## src/rtl/aircon_mode_controller_if.sv

```systemverilog
`default_nettype none
// ============================================================================
//  Module  : aircon_mode_controller_if
//  Brief   : Panel-side bundle: power button, valid/ready command port and
//            live setting outputs of the air-conditioner mode controller.
//  Revision: 1.0 - initial release
// ============================================================================
interface aircon_mode_controller_if;
    logic       pwr_btn;
    logic       cmd_valid;
    logic       cmd_ready;
    logic [1:0] cmd_sel;
    logic [4:0] cmd_data;
    logic       power;
    logic [4:0] temp;
    logic [4:0] cap;
    logic [4:0] fan;
    logic [4:0] timer;
    logic       expired;

    modport master (
        output pwr_btn, cmd_valid, cmd_sel, cmd_data,
        input  cmd_ready, power, temp, cap, fan, timer, expired
    );

    modport slave (
        input  pwr_btn, cmd_valid, cmd_sel, cmd_data,
        output cmd_ready, power, temp, cap, fan, timer, expired
    );
endinterface
`default_nettype wire

```

## src/rtl/aircon_mode_controller.sv

```systemverilog
`default_nettype none
// ============================================================================
//  Module  : aircon_mode_controller
//  Brief   : Power FSM, clamped settings write port and sleep-timer countdown
//            with automatic power-off for the air-conditioner datapath.
//  Revision: 1.0 - initial release
// ============================================================================
module aircon_mode_controller #(
    parameter int TICKS_PER_MIN = 60,
    parameter int TEMP_MIN      = 17,
    parameter int TEMP_MAX      = 30,
    parameter int TEMP_DEFAULT  = 24,
    parameter int FAN_DEFAULT   = 1,
    parameter int CAP_DEFAULT   = 1
) (
    input  logic                    clk,
    input  logic                    rst,
    aircon_mode_controller_if.slave bus
);

    localparam int                  c_PRESC_W    = $clog2(TICKS_PER_MIN);
    localparam logic [c_PRESC_W-1:0] c_PRESC_LAST = c_PRESC_W'(TICKS_PER_MIN - 1);
    localparam logic [4:0]          c_TEMP_MIN   = 5'(TEMP_MIN);
    localparam logic [4:0]          c_TEMP_MAX   = 5'(TEMP_MAX);
    localparam logic [4:0]          c_TEMP_DEF   = 5'(TEMP_DEFAULT);
    localparam logic [2:0]          c_FAN_DEF    = 3'(FAN_DEFAULT);
    localparam logic [1:0]          c_CAP_DEF    = 2'(CAP_DEFAULT);

    localparam logic [1:0] c_SEL_TEMP  = 2'b00;
    localparam logic [1:0] c_SEL_CAP   = 2'b01;
    localparam logic [1:0] c_SEL_FAN   = 2'b10;
    localparam logic [1:0] c_SEL_TIMER = 2'b11;

    typedef enum logic [1:0] {
        ST_OFF   = 2'd0,
        ST_ON    = 2'd1,
        ST_TIMED = 2'd2
    } state_t;

    state_t                 r_state;
    state_t                 w_state_nxt;
    logic [4:0]             r_temp;
    logic [1:0]             r_cap;
    logic [2:0]             r_fan;
    logic [4:0]             r_timer;
    logic [c_PRESC_W-1:0]   r_presc;
    logic                   r_expired;

    logic                   w_power;
    logic                   w_expire_now;
    logic                   w_ready;
    logic                   w_accept;
    logic                   w_timer_wr;
    logic [4:0]             w_temp_clamped;

    assign w_power      = (r_state != ST_OFF);
    assign w_expire_now = (r_state == ST_TIMED) && (r_presc == c_PRESC_LAST)
                          && (r_timer == 5'd1);
    // Button and expiry both win over a same-cycle command; the master must hold it.
    assign w_ready      = w_power && !bus.pwr_btn && !w_expire_now;
    assign w_accept     = bus.cmd_valid && w_ready;
    assign w_timer_wr   = w_accept && (bus.cmd_sel == c_SEL_TIMER);

    always_comb begin
        w_temp_clamped = bus.cmd_data;
        if (bus.cmd_data < c_TEMP_MIN) begin
            w_temp_clamped = c_TEMP_MIN;
        end else if (bus.cmd_data > c_TEMP_MAX) begin
            w_temp_clamped = c_TEMP_MAX;
        end
    end

    always_ff @(posedge clk) begin
        if (rst) begin
            r_state <= ST_OFF;
        end else begin
            r_state <= w_state_nxt;
        end
    end

    always_comb begin
        w_state_nxt = r_state;
        case (r_state)
            ST_OFF: begin
                if (bus.pwr_btn) begin
                    w_state_nxt = ST_ON;
                end
            end
            ST_ON: begin
                if (bus.pwr_btn) begin
                    w_state_nxt = ST_OFF;
                end else if (w_timer_wr && (bus.cmd_data != 5'd0)) begin
                    w_state_nxt = ST_TIMED;
                end
            end
            ST_TIMED: begin
                if (bus.pwr_btn || w_expire_now) begin
                    w_state_nxt = ST_OFF;
                end else if (w_timer_wr && (bus.cmd_data == 5'd0)) begin
                    w_state_nxt = ST_ON;
                end
            end
            default: begin
                w_state_nxt = ST_OFF;
            end
        endcase
    end

    // Timer and prescaler: cleared on entry to OFF, reloaded on a timer write,
    // otherwise counting only while TIMED.
    always_ff @(posedge clk) begin
        if (rst) begin
            r_timer   <= 5'd0;
            r_presc   <= '0;
            r_expired <= 1'b0;
        end else begin
            r_expired <= w_expire_now;
            if (w_state_nxt == ST_OFF) begin
                r_timer <= 5'd0;
                r_presc <= '0;
            end else if (w_timer_wr) begin
                r_timer <= bus.cmd_data;
                r_presc <= '0;
            end else if (r_state == ST_TIMED) begin
                if (r_presc == c_PRESC_LAST) begin
                    r_presc <= '0;
                    if (r_timer != 5'd0) begin
                        r_timer <= r_timer - 5'd1;
                    end
                end else begin
                    r_presc <= r_presc + 1'b1;
                end
            end else begin
                r_presc <= '0;
            end
        end
    end

    // Settings survive power-off; only reset restores the defaults.
    always_ff @(posedge clk) begin
        if (rst) begin
            r_temp <= c_TEMP_DEF;
            r_cap  <= c_CAP_DEF;
            r_fan  <= c_FAN_DEF;
        end else if (w_accept) begin
            case (bus.cmd_sel)
                c_SEL_TEMP: r_temp <= w_temp_clamped;
                c_SEL_CAP:  r_cap  <= bus.cmd_data[1:0];
                c_SEL_FAN:  r_fan  <= bus.cmd_data[2:0];
                default:    ;
            endcase
        end
    end

    assign bus.cmd_ready = w_ready;
    assign bus.power     = w_power;
    assign bus.temp      = w_power ? r_temp : 5'd0;
    assign bus.cap       = w_power ? {3'b000, r_cap} : 5'd0;
    assign bus.fan       = w_power ? {2'b00, r_fan} : 5'd0;
    assign bus.timer     = r_timer;
    assign bus.expired   = r_expired;

endmodule
`default_nettype wire

```

## src/flat_wrapper.sv

```systemverilog
// flat-port wrapper written by rule: the top's interface ports become plain ports
module aircon_mode_controller_flat 
#(
    parameter int TICKS_PER_MIN = 60,
    parameter int TEMP_MIN      = 17,
    parameter int TEMP_MAX      = 30,
    parameter int TEMP_DEFAULT  = 24,
    parameter int FAN_DEFAULT   = 1,
    parameter int CAP_DEFAULT   = 1
)
  (clk, rst, bus_pwr_btn, bus_cmd_valid, bus_cmd_sel, bus_cmd_data, bus_cmd_ready, bus_power, bus_temp, bus_cap, bus_fan, bus_timer, bus_expired);
  aircon_mode_controller_if bus_i ();
  input  logic clk;
  input  logic rst;
  input wire logic [$bits(bus_i.pwr_btn)-1:0] bus_pwr_btn;
  input wire logic [$bits(bus_i.cmd_valid)-1:0] bus_cmd_valid;
  input wire logic [$bits(bus_i.cmd_sel)-1:0] bus_cmd_sel;
  input wire logic [$bits(bus_i.cmd_data)-1:0] bus_cmd_data;
  output wire logic [$bits(bus_i.cmd_ready)-1:0] bus_cmd_ready;
  output wire logic [$bits(bus_i.power)-1:0] bus_power;
  output wire logic [$bits(bus_i.temp)-1:0] bus_temp;
  output wire logic [$bits(bus_i.cap)-1:0] bus_cap;
  output wire logic [$bits(bus_i.fan)-1:0] bus_fan;
  output wire logic [$bits(bus_i.timer)-1:0] bus_timer;
  output wire logic [$bits(bus_i.expired)-1:0] bus_expired;
  assign bus_i.pwr_btn = bus_pwr_btn;
  assign bus_i.cmd_valid = bus_cmd_valid;
  assign bus_i.cmd_sel = bus_cmd_sel;
  assign bus_i.cmd_data = bus_cmd_data;
  assign bus_cmd_ready = bus_i.cmd_ready;
  assign bus_power = bus_i.power;
  assign bus_temp = bus_i.temp;
  assign bus_cap = bus_i.cap;
  assign bus_fan = bus_i.fan;
  assign bus_timer = bus_i.timer;
  assign bus_expired = bus_i.expired;
  aircon_mode_controller #(.TICKS_PER_MIN(TICKS_PER_MIN), .TEMP_MIN(TEMP_MIN), .TEMP_MAX(TEMP_MAX), .TEMP_DEFAULT(TEMP_DEFAULT), .FAN_DEFAULT(FAN_DEFAULT), .CAP_DEFAULT(CAP_DEFAULT)) u_core (.clk(clk), .rst(rst), .bus(bus_i));
endmodule
```

## config.mk

```make
export PLATFORM = sky130hd
export DESIGN_NAME = aircon_mode_controller_flat
export DESIGN_NICKNAME = d
export VERILOG_FILES = /design/src/rtl/aircon_mode_controller_if.sv /design/src/rtl/aircon_mode_controller.sv /design/src/flat_wrapper.sv
export SDC_FILE = /design/constraint.sdc
export NUM_CORES = 1
export LEC_CHECK = 0
export CORE_MARGIN = 4
export CORE_UTILIZATION = 35
export DETAILED_ROUTE_END_ITERATION = 10
export PLACE_DENSITY_LB_ADDON = 0.2
export RECOVER_POWER = 50
export SYNTH_ARGS = -nofsm -noshare
export SYNTH_HDL_FRONTEND = slang
export SYNTH_SLANG_ARGS = --single-unit
```

## constraint.sdc

```tcl
create_clock -name clk -period 3.19 [get_ports clk]
set_clock_uncertainty 0.05 [all_clocks]
set_input_delay 0.4785 -clock clk [delete_from_list [all_inputs] [get_ports clk]]
set_output_delay 0.4785 -clock clk [all_outputs]
set_load 0.005 [all_outputs]
```

== Word-level counts from Yosys, hierarchy flattened ==
Cells that the tools add are included.
Operators by class
  add/sub/neg operators: 2
  magnitude comparators: 2
  equal/unequal tests: 7
  muxes and demuxes: 15
  bitwise gates (word level): 1
  reductions and logical operators: 27
Operators by type and width (number)
  two-way mux 5 bit: 7
  two-way mux 2 bit: 6
  nonzero test 5 bit: 2
  logical AND 1 bit: 8
  nonzero test 2 bit: 4
  adder 6 x 1 -> 6 bit, second input constant: 1
  equality test 2 bit, second input constant: 3
  equality test 6 bit, second input constant: 1
  logical NOT 2 bit: 3
  case mux 2 bit (3 select lines): 1
  AND reduction 2 bit: 3
  equality test 5 x 1 -> 1 bit, second input constant: 1
  greater-than comparator 5 bit, second input constant: 1
  logical NOT 5 bit: 1
  less-than comparator 5 bit, second input constant: 1
  OR reduction 5 bit: 1
  subtractor 5 x 1 -> 5 bit, second input constant: 1
  equality test 2 x 1 -> 1 bit, second input constant: 2
  two-way mux 3 bit: 1
  AND reduction 3 bit: 1
  logical NOT 1 bit: 2
  OR reduction 2 bit: 1
  logical OR 1 bit: 1
  inverter 1 bit: 1
Word-level totals
  register bits after elaboration: 24
  logic and storage cells: 61

== Depth between registers and ports, before layout ==
Gate-level depths: netlist of the first run.
  word-level depth: 13
  gate-level depth with buffers: 7

== Least setup slack after synthesis of the first run ==
No wires, ideal clock.
  path kind: reg-to-reg
  start: register u_core.r_timer[0] (netlist: u_core.bus.timer[0])
  end: register u_core.r_temp[0]
  arrival time: 1.770 ns
  data required time: 3.007 ns
  path slack: 1.237 ns
  stages on the path, launching flop included: 7
  period minus slack after synthesis: 1.953 ns
  cells stage by stage: dfxtp_1 > ha_1 > or4b_4 > or4_4 > buf_6 > a21oi_1 > a311oi_1
Between the ends
  longest elaborated chain between the ends: 6
RTL lines
  start, declared: line aircon_mode_controller.sv:45  | logic [4:0] r_timer;
  start signal, assigned: line aircon_mode_controller.sv:122  | r_timer <= bus.cmd_data;
  start signal, assigned: line aircon_mode_controller.sv:128  | r_timer <= r_timer - 5'd1;
  equality test 5 x 1 -> 1 bit: line aircon_mode_controller.sv:58  | && (r_timer == 5'd1);
  logical AND 1 bit: line aircon_mode_controller.sv:58
  logical NOT 1 bit: line aircon_mode_controller.sv:60  | assign w_ready = w_power && !bus.pwr_btn && !w_expire_now;
  logical AND 1 bit: line aircon_mode_controller.sv:60
  logical AND 1 bit: line aircon_mode_controller.sv:61  | assign w_accept = bus.cmd_valid && w_ready;
  AND reduction 2 bit (no line)
  end signal, assigned: line aircon_mode_controller.sv:142  | r_temp <= c_TEMP_DEF;
  end signal, assigned: line aircon_mode_controller.sv:147  | c_SEL_TEMP: r_temp <= w_temp_clamped;
  end, declared: line aircon_mode_controller.sv:42  | logic [4:0] r_temp;
No other way between the ends.
A chain may end at the register's enable or synchronous reset.

== Worst setup path after layout of the first run ==
  start: register u_core.r_timer[1] (netlist: u_core.bus.timer[1])
  end: register u_core.r_temp[4]
The elaborated chain is that of the path after synthesis.

==> results of run 1 <==
## stage by stage
| stage | power [mW] | instances | hold slack, ns | cell area (µm²) | utilization |
|---|---|---|---|---|---|
| after global routing | 0.6196 | 244 | 0.4351 | 1749 | 0.4605 |
| after CTS | 0.6014 | 244 | 0.4121 | 1762 | 0.4638 |
| after global placement | 0.3928 | 240 | 0.3806 | 1707 | 0.4493 |
| after floorplan | 0.3545 | 176 | 0.3565 | 1443 | - |
| final | 0.5971 | 244 | 0.4084 | 1749 | 0.4605 |
| after detailed placement | 0.3943 | 240 | 0.4003 | 1707 | 0.4493 |
## sequential cells by signal, indices dropped and copies added, names as in the netlist
| signal | cells |
|---|---|
| u_core.r_presc | 6 |
| u_core.r_fan | 3 |
| u_core.bus.expired | 1 |
| u_core.r_state | 2 |
| u_core.r_cap | 2 |
| u_core.bus.timer | 5 |
| u_core.r_temp | 5 |
## cells in the final DEF (no fill, tap or decap), types with 2 or more instances in the layout
| cell | instances |
|---|---|
| dfxtp_1 | 24 |
| clkdlybuf4s50_1 | 21 |
| nor2_1 | 17 |
| nand3_1 | 13 |
| a21oi_1 | 11 |
| and2_1 | 10 |
| o21ai_0 | 9 |
| inv_1 | 7 |
| nor3_1 | 7 |
| dlygate4sd3_1 | 7 |
| nor4b_1 | 5 |
| nand4b_1 | 5 |
| xnor2_1 | 5 |
| conb_1 | 5 |
| a221oi_1 | 4 |
| ha_1 | 4 |
| clkbuf_8 | 4 |
| and4b_1 | 3 |
| nand2_1 | 3 |
| nor4_1 | 3 |
| nand4_1 | 3 |
| or4_1 | 2 |
| xor2_1 | 2 |
| nand2b_1 | 2 |
| a31oi_1 | 2 |
| nor3b_1 | 2 |
| or3_1 | 2 |
| mux2i_1 | 2 |
| o22ai_1 | 2 |
## synth_stat cells, types with 2 or more instances
library cell | n | share of area
a21oi_1 | 11 | 0.039
a221oi_1 | 4 | 0.025
a31oi_1 | 2 | 0.0088
and2_1 | 10 | 0.044
and4b_1 | 3 | 0.021
buf_4 | 6 | 0.032
clkbuf_1 | 4 | 0.011
dfxtp_1 | 24 | 0.34
ha_1 | 4 | 0.035
inv_1 | 7 | 0.018
mux2i_1 | 2 | 0.014
nand2_1 | 3 | 0.0079
nand2b_1 | 2 | 0.0088
nand3_1 | 13 | 0.046
nand4_1 | 3 | 0.013
nand4b_1 | 5 | 0.031
nor2_1 | 17 | 0.045
nor3_1 | 7 | 0.025
nor3b_1 | 2 | 0.011
nor4_1 | 3 | 0.013
nor4b_1 | 5 | 0.031
o21ai_0 | 9 | 0.032
o22ai_1 | 2 | 0.0088
or3_1 | 2 | 0.0088
or4_1 | 2 | 0.011
xnor2_1 | 5 | 0.031
xor2_1 | 2 | 0.012
## worst reg2reg max path, delay by kind of cell (launching register included)
family        cells  cell delay [ns]
fa+ha+maj         1             0.16
simple gates      4             1.96
flops             1             0.35
buf+inv           1             0.11
## final timing paths
| path | startpoint | endpoint | slack [ns] | cells after the start |
|---|---|---|---|---|
| max reg2reg | u_core.bus.timer[1] | u_core.r_temp[4] | 0.43 | 6 |
| min | u_core.r_presc[0] | u_core.r_presc[0] | 0.41 | 1 |
| min reg2reg | u_core.r_presc[0] | u_core.r_presc[0] | 0.41 | 1 |
| max | u_core.bus.timer[1] | u_core.r_temp[4] | 0.43 | 6 |
## where the power goes
group / internal [mW] / total, mW / switching, mW
registers: 0.303 / 0.308 / 0.00519
clock network: 0.110 / 0.211 / 0.100
logic: 0.0397 / 0.0785 / 0.0388
## layout make-up
cell class / count / area share
multi-input combinational: 133 / 0.4843
sequential: 24 / 0.2747
timing repair buffer: 28 / 0.1602
tap: 48 / 0.03433
clock buffer: 4 / 0.03147
inverter: 7 / 0.01502
## layer usage
layer,GRT usage,part of all wire,up-vias
met1,0.2123,0.49,618
met2,0.2286,0.43,46
met4,0.06472,0.020,0
met5,0,0,-
met3,0.02945,0.056,7
li1,-,-,673
## cells by family after synthesis
group	share of synthesized area
adders and majority gates	0.03506
xor gates and xnor gates	0.04295
and+or+nand+nor	0.3620
DFF	0.3365
other	0.002627
muxes	0.01402
AOI/OAI and AO/OA	0.1350
buffers and inverters	0.07186
==> out/results.ini, run 1 <==
[synth]
ys_seq_area_frac = 0.3365
ys_warn_count = 0
postSynth.asyncResetShare = 0
syn_inst = 172
ys.flop_type = dfxtp_1
syn_avg_cell_area_um2 = 8.300
ys_seq_elements = 24
synth_area_um2 = 1428
ys_types = 40
synth_edf_count = 0

[drt]
drtPass1Iterations = 4
drcViolationCount = 0
ant_nets = 0
wl_per_cell_um = 14.90
drtIter0Drc = 56
vias = 1344
routed_wl_um = 3635
vias_per_cell = 5.508

[place]
hpwl_um = 2708
place.gp.congestion = 0.8292
dp_slack_ns = 0.7134
io_buffers = 28

[timing]
min_period_ns = 2.756
hold_viol = 0
rsz0062_at_grt = false
fin_crit_sh = 0.8640
fin_ws_ns = 0.4338
slew_headroom = 0.1889
finalSetupTns_ns = 0
max_freq_ghz = 0.3628
setup_viol = 0
tightest_slew_ns = 1.207
slew_viol_final = 0

[clocking]
clock_latency_ns = 0.27
cts_tree = yes
post_cts_resized = 0
cts_setup_buffers = 0
htreeDepth = 1
cts-buffers-inserted = 3
cts_root_buf = clkbuf_8
clkSlewWorstSetupHoldPaths_ns = 0.08
cts_buffer_depth = 2
cts_hold_buf = 0
cts_num_sinks = 24

[die]
io_pins = 34
fp.dieH_um = 71.87
coreArea_um2 = 3799
start_util = 0.3758
die_area_um2 = 5165
die_x_um = 71.87
rows = 22

[global_routing]
grt_max_degree = 16
grt_usage = 0.1527
overflow = 0
antenna_found_initial = 0
grt_pass1_vias = 1298
grt_pass1_wl_um = 6265

[job]
drv_cap = 0

[outcome]
status = finished clean

[setup_path]
crit_chain = inv_1 > ha_1 > or4b_1 > nor4_2 > nor2_1 > or3_1
slowest_delay_ns = 0.93
crit_slowest_cell = nor4_2
path_class = flip-flop to flip-flop
crit_path_start_kind = flip-flop
cp-end-kind = flip-flop
path_delay_family = simple AND/OR/NAND/NOR gates
required_ns = 3.30
cp.arrival_ns = 2.86
crit_buf_inv = 1
cp_max_fo = 15

[pwr]
leakagePower_nw = 0.5989
p_per_area_nw_per_um2 = 341.4
ir_drop_mv = 0.1484

[final_layout]
finalNetCount = 212
multi_input_area_um2 = 847.1
num_antenna_cells = 0
drive_above_1_share = 0.03061
regArea_um2 = 480.5
area_delta_synth_final_pct = 22.52
filler_cell_count = 393

[worst_hold_path]
holdCritPathClass = flip-flop to flip-flop

(Power assumes the default switching activity.)
==> inputs of run 2 (changes only) <==
--- a/constraint.sdc
+++ b/constraint.sdc
@@ -3,3 +3,3 @@
 set_input_delay 0.4785 -clock clk [delete_from_list [all_inputs] [get_ports clk]]
 set_output_delay 0.4785 -clock clk [all_outputs]
-set_load 0.005 [all_outputs]
+set_load 0.01 [all_outputs]
==> out/results.ini, run 2 (synthesized netlist as in run 1, its figures left out) <==
[outcome]
status = finished clean

[job]
drv_cap = 0  ; unchanged

[drt]
vias_per_cell = 5.531  ; +0.41%
ant_nets = 0  ; unchanged
top_layer_used = met4
drtIter0Drc = 104  ; +86%
vias = 1355  ; +0.82%
routed_wl_um = 3638  ; about the same
drcViolationCount = 0  ; unchanged
wl_met2_um = 1626  ; +3.6%
dr_wl_met3_um = 198  ; -2.0%
met1_length_um = 1767  ; -1.2%
drtPass1Iterations = 4  ; unchanged
wl_per_cell_um = 14.85  ; -0.33%

[final_layout]
top_register = u_core.r_presc
area_delta_synth_final_pct = 22.79
drive_above_1_share = 0.03046  ; -0.0001554
final_cell_mix = 24 x dfxtp_1, 21 x clkdlybuf4s50_1, 17 x nor2_1
final_area_um2 = 1753  ; +0.21%
final_common_cell = dfxtp_1
largest_reg_flops = 6  ; unchanged
layout.cells.non_filler = 245  ; +0.41%
num_antenna_cells = 0  ; unchanged
finalNetCount = 213  ; +0.47%

[clocking]
htreeDepth = 1  ; unchanged
cts_setup_buffers = 0  ; unchanged
post_cts_resized = 0  ; unchanged
cts_hold_buf = 0  ; unchanged
clock_latency_ns = 0.27  ; about the same
cts_num_sinks = 24  ; unchanged
cts_root_buf = clkbuf_8
cts-buffers-inserted = 3  ; unchanged
clkSlewWorstSetupHoldPaths_ns = 0.08  ; about the same
cts_tree = yes
cts_buffer_depth = 2  ; unchanged

[die]
coreArea_um2 = 3799  ; unchanged
io_pins = 34  ; unchanged
die_x_um = 71.87  ; unchanged
rows = 22  ; unchanged
die_area_um2 = 5165  ; unchanged
start_util = 0.3758  ; unchanged
fp.dieH_um = 71.87  ; unchanged

[timing]
hold_viol = 0  ; unchanged
setup_viol = 0  ; unchanged
fin_ws_ns = 0.4934  ; +0.05954 ns
rsz0062_at_grt = false
slew_viol_final = 0  ; unchanged
finalSetupTns_ns = 0  ; unchanged
slew_headroom = 0.3852  ; +0.1963
fin_crit_sh = 0.8453  ; -0.01866
max_freq_ghz = 0.3708  ; +2.2%
min_period_ns = 2.697  ; -0.05954 ns
tightest_slew_ns = 0.9145  ; -0.2921 ns

[place]
io_buffers = 28  ; unchanged
place_inst = 241  ; +0.42%
postPlaceCellArea_um2 = 1714  ; +0.44%
hpwl_um = 2712  ; +0.14%
place.gp.congestion = 0.8213  ; -0.95%
dp_slack_ns = 0.7167  ; +0.003337 ns

[setup_path]
r2r_cells = 6  ; unchanged
cp.arrival_ns = 2.17  ; -0.69 ns
cp-end-kind = primary output
r2r-end = u_core.r_fan[1]
crit_end = bus_cmd_ready
reg2reg_from = u_core.bus.timer[0]
r2r_setup_slack_ns = 0.64  ; +0.21 ns
required_ns = 2.66  ; -0.64 ns
crit_path_start = u_core.bus.timer[0]
cp_max_fo = 5  ; -10
path_class = flip-flop to primary output
crit_path_start_kind = flip-flop

[global_routing]
grt_max_degree = 15  ; -1
antenna_found_initial = 0  ; unchanged
grt_pass1_wl_um = 6141  ; -2.0%
grt_usage = 0.1484  ; -0.004295
overflow = 0  ; unchanged
grt_pass1_vias = 1271  ; -2.1%

[worst_hold_path]
worstHoldStart = u_core.r_temp[4]
holdCritPathClass = flip-flop to flip-flop

[pwr]
leakagePower_nw = 0.6001  ; +0.20%
p_per_area_nw_per_um2 = 343.1  ; +0.50%
ir_drop_mv = 0.1582  ; +6.6%

run 2: changes by cell type in the layout (fill, tap and decap cells not counted), sizes merged:
cell / change
clkbuf: +1
run 2: area by class of cell:
| type | instances | area [µm²] |
|---|---|---|
| inverters | 7 | 26.28 |
| well taps | 48 | 60.06 |
| repair buffers | 29 | 284.0 |
| flip-flops and latches | 24 | 480.5 |
| multi-input cells | 133 | 847.1 |
| fillers | 383 | 2046 |
| clock buffers | 4 | 55.05 |
run 2: layer usage:
layer	up-vias	track usage
li1	676	-
met1	639	0.2049
met2	35	0.2357
met3	5	0.02525
met4	0	0.04384
met5	-	0
run 2: worst min path at each step:
| stage | to | slack (ns) | depth (start not counted) |
|---|---|---|---|
| final | u_core.r_temp[4] | 0.39 | 1 |
| after global routing | u_core.r_temp[4] | 0.43 | 1 |
| after CTS | u_core.r_temp[4] | 0.40 | 1 |
| after detailed placement | u_core.r_temp[4] | 0.38 | 1 |
| after global placement | u_core.r_temp[4] | 0.37 | 1 |
| after floorplan | u_core.r_temp[4] | 0.36 | 1 |
run 2: critical path, cell delays in order, from the launching register on:
cell and delay [ns]:
dfxtp_1 0.44, ha_1 0.20, nor4b_1 0.41, nand3_1 0.14
a21oi_1 0.16, nor2_1 0.06, clkdlybuf4s50_1 0.49
run 2: power breakdown:
group	total, mW	switching, mW	internal [mW]	leakage (nW)
combinational	0.0838	0.0439	0.0398	0.377
clock	0.210	0.0992	0.110	0.0288
sequential	0.308	0.00541	0.303	0.194
run 2: stage by stage:
| step | hold slack [ns] | power (mW) | util |
|---|---|---|---|
| 2_1_floorplan | 0.3565 | 0.3593 | - |
| 3_3_place_gp | 0.3733 | 0.3980 | 0.4513 |
| 3_5_place_dp | 0.3786 | 0.3988 | 0.4513 |
| 4_1_cts | 0.3980 | 0.6020 | 0.4657 |
| 5_1_grt | 0.4307 | 0.6224 | 0.4615 |
| 6_report | 0.3887 | 0.6014 | 0.4615 |
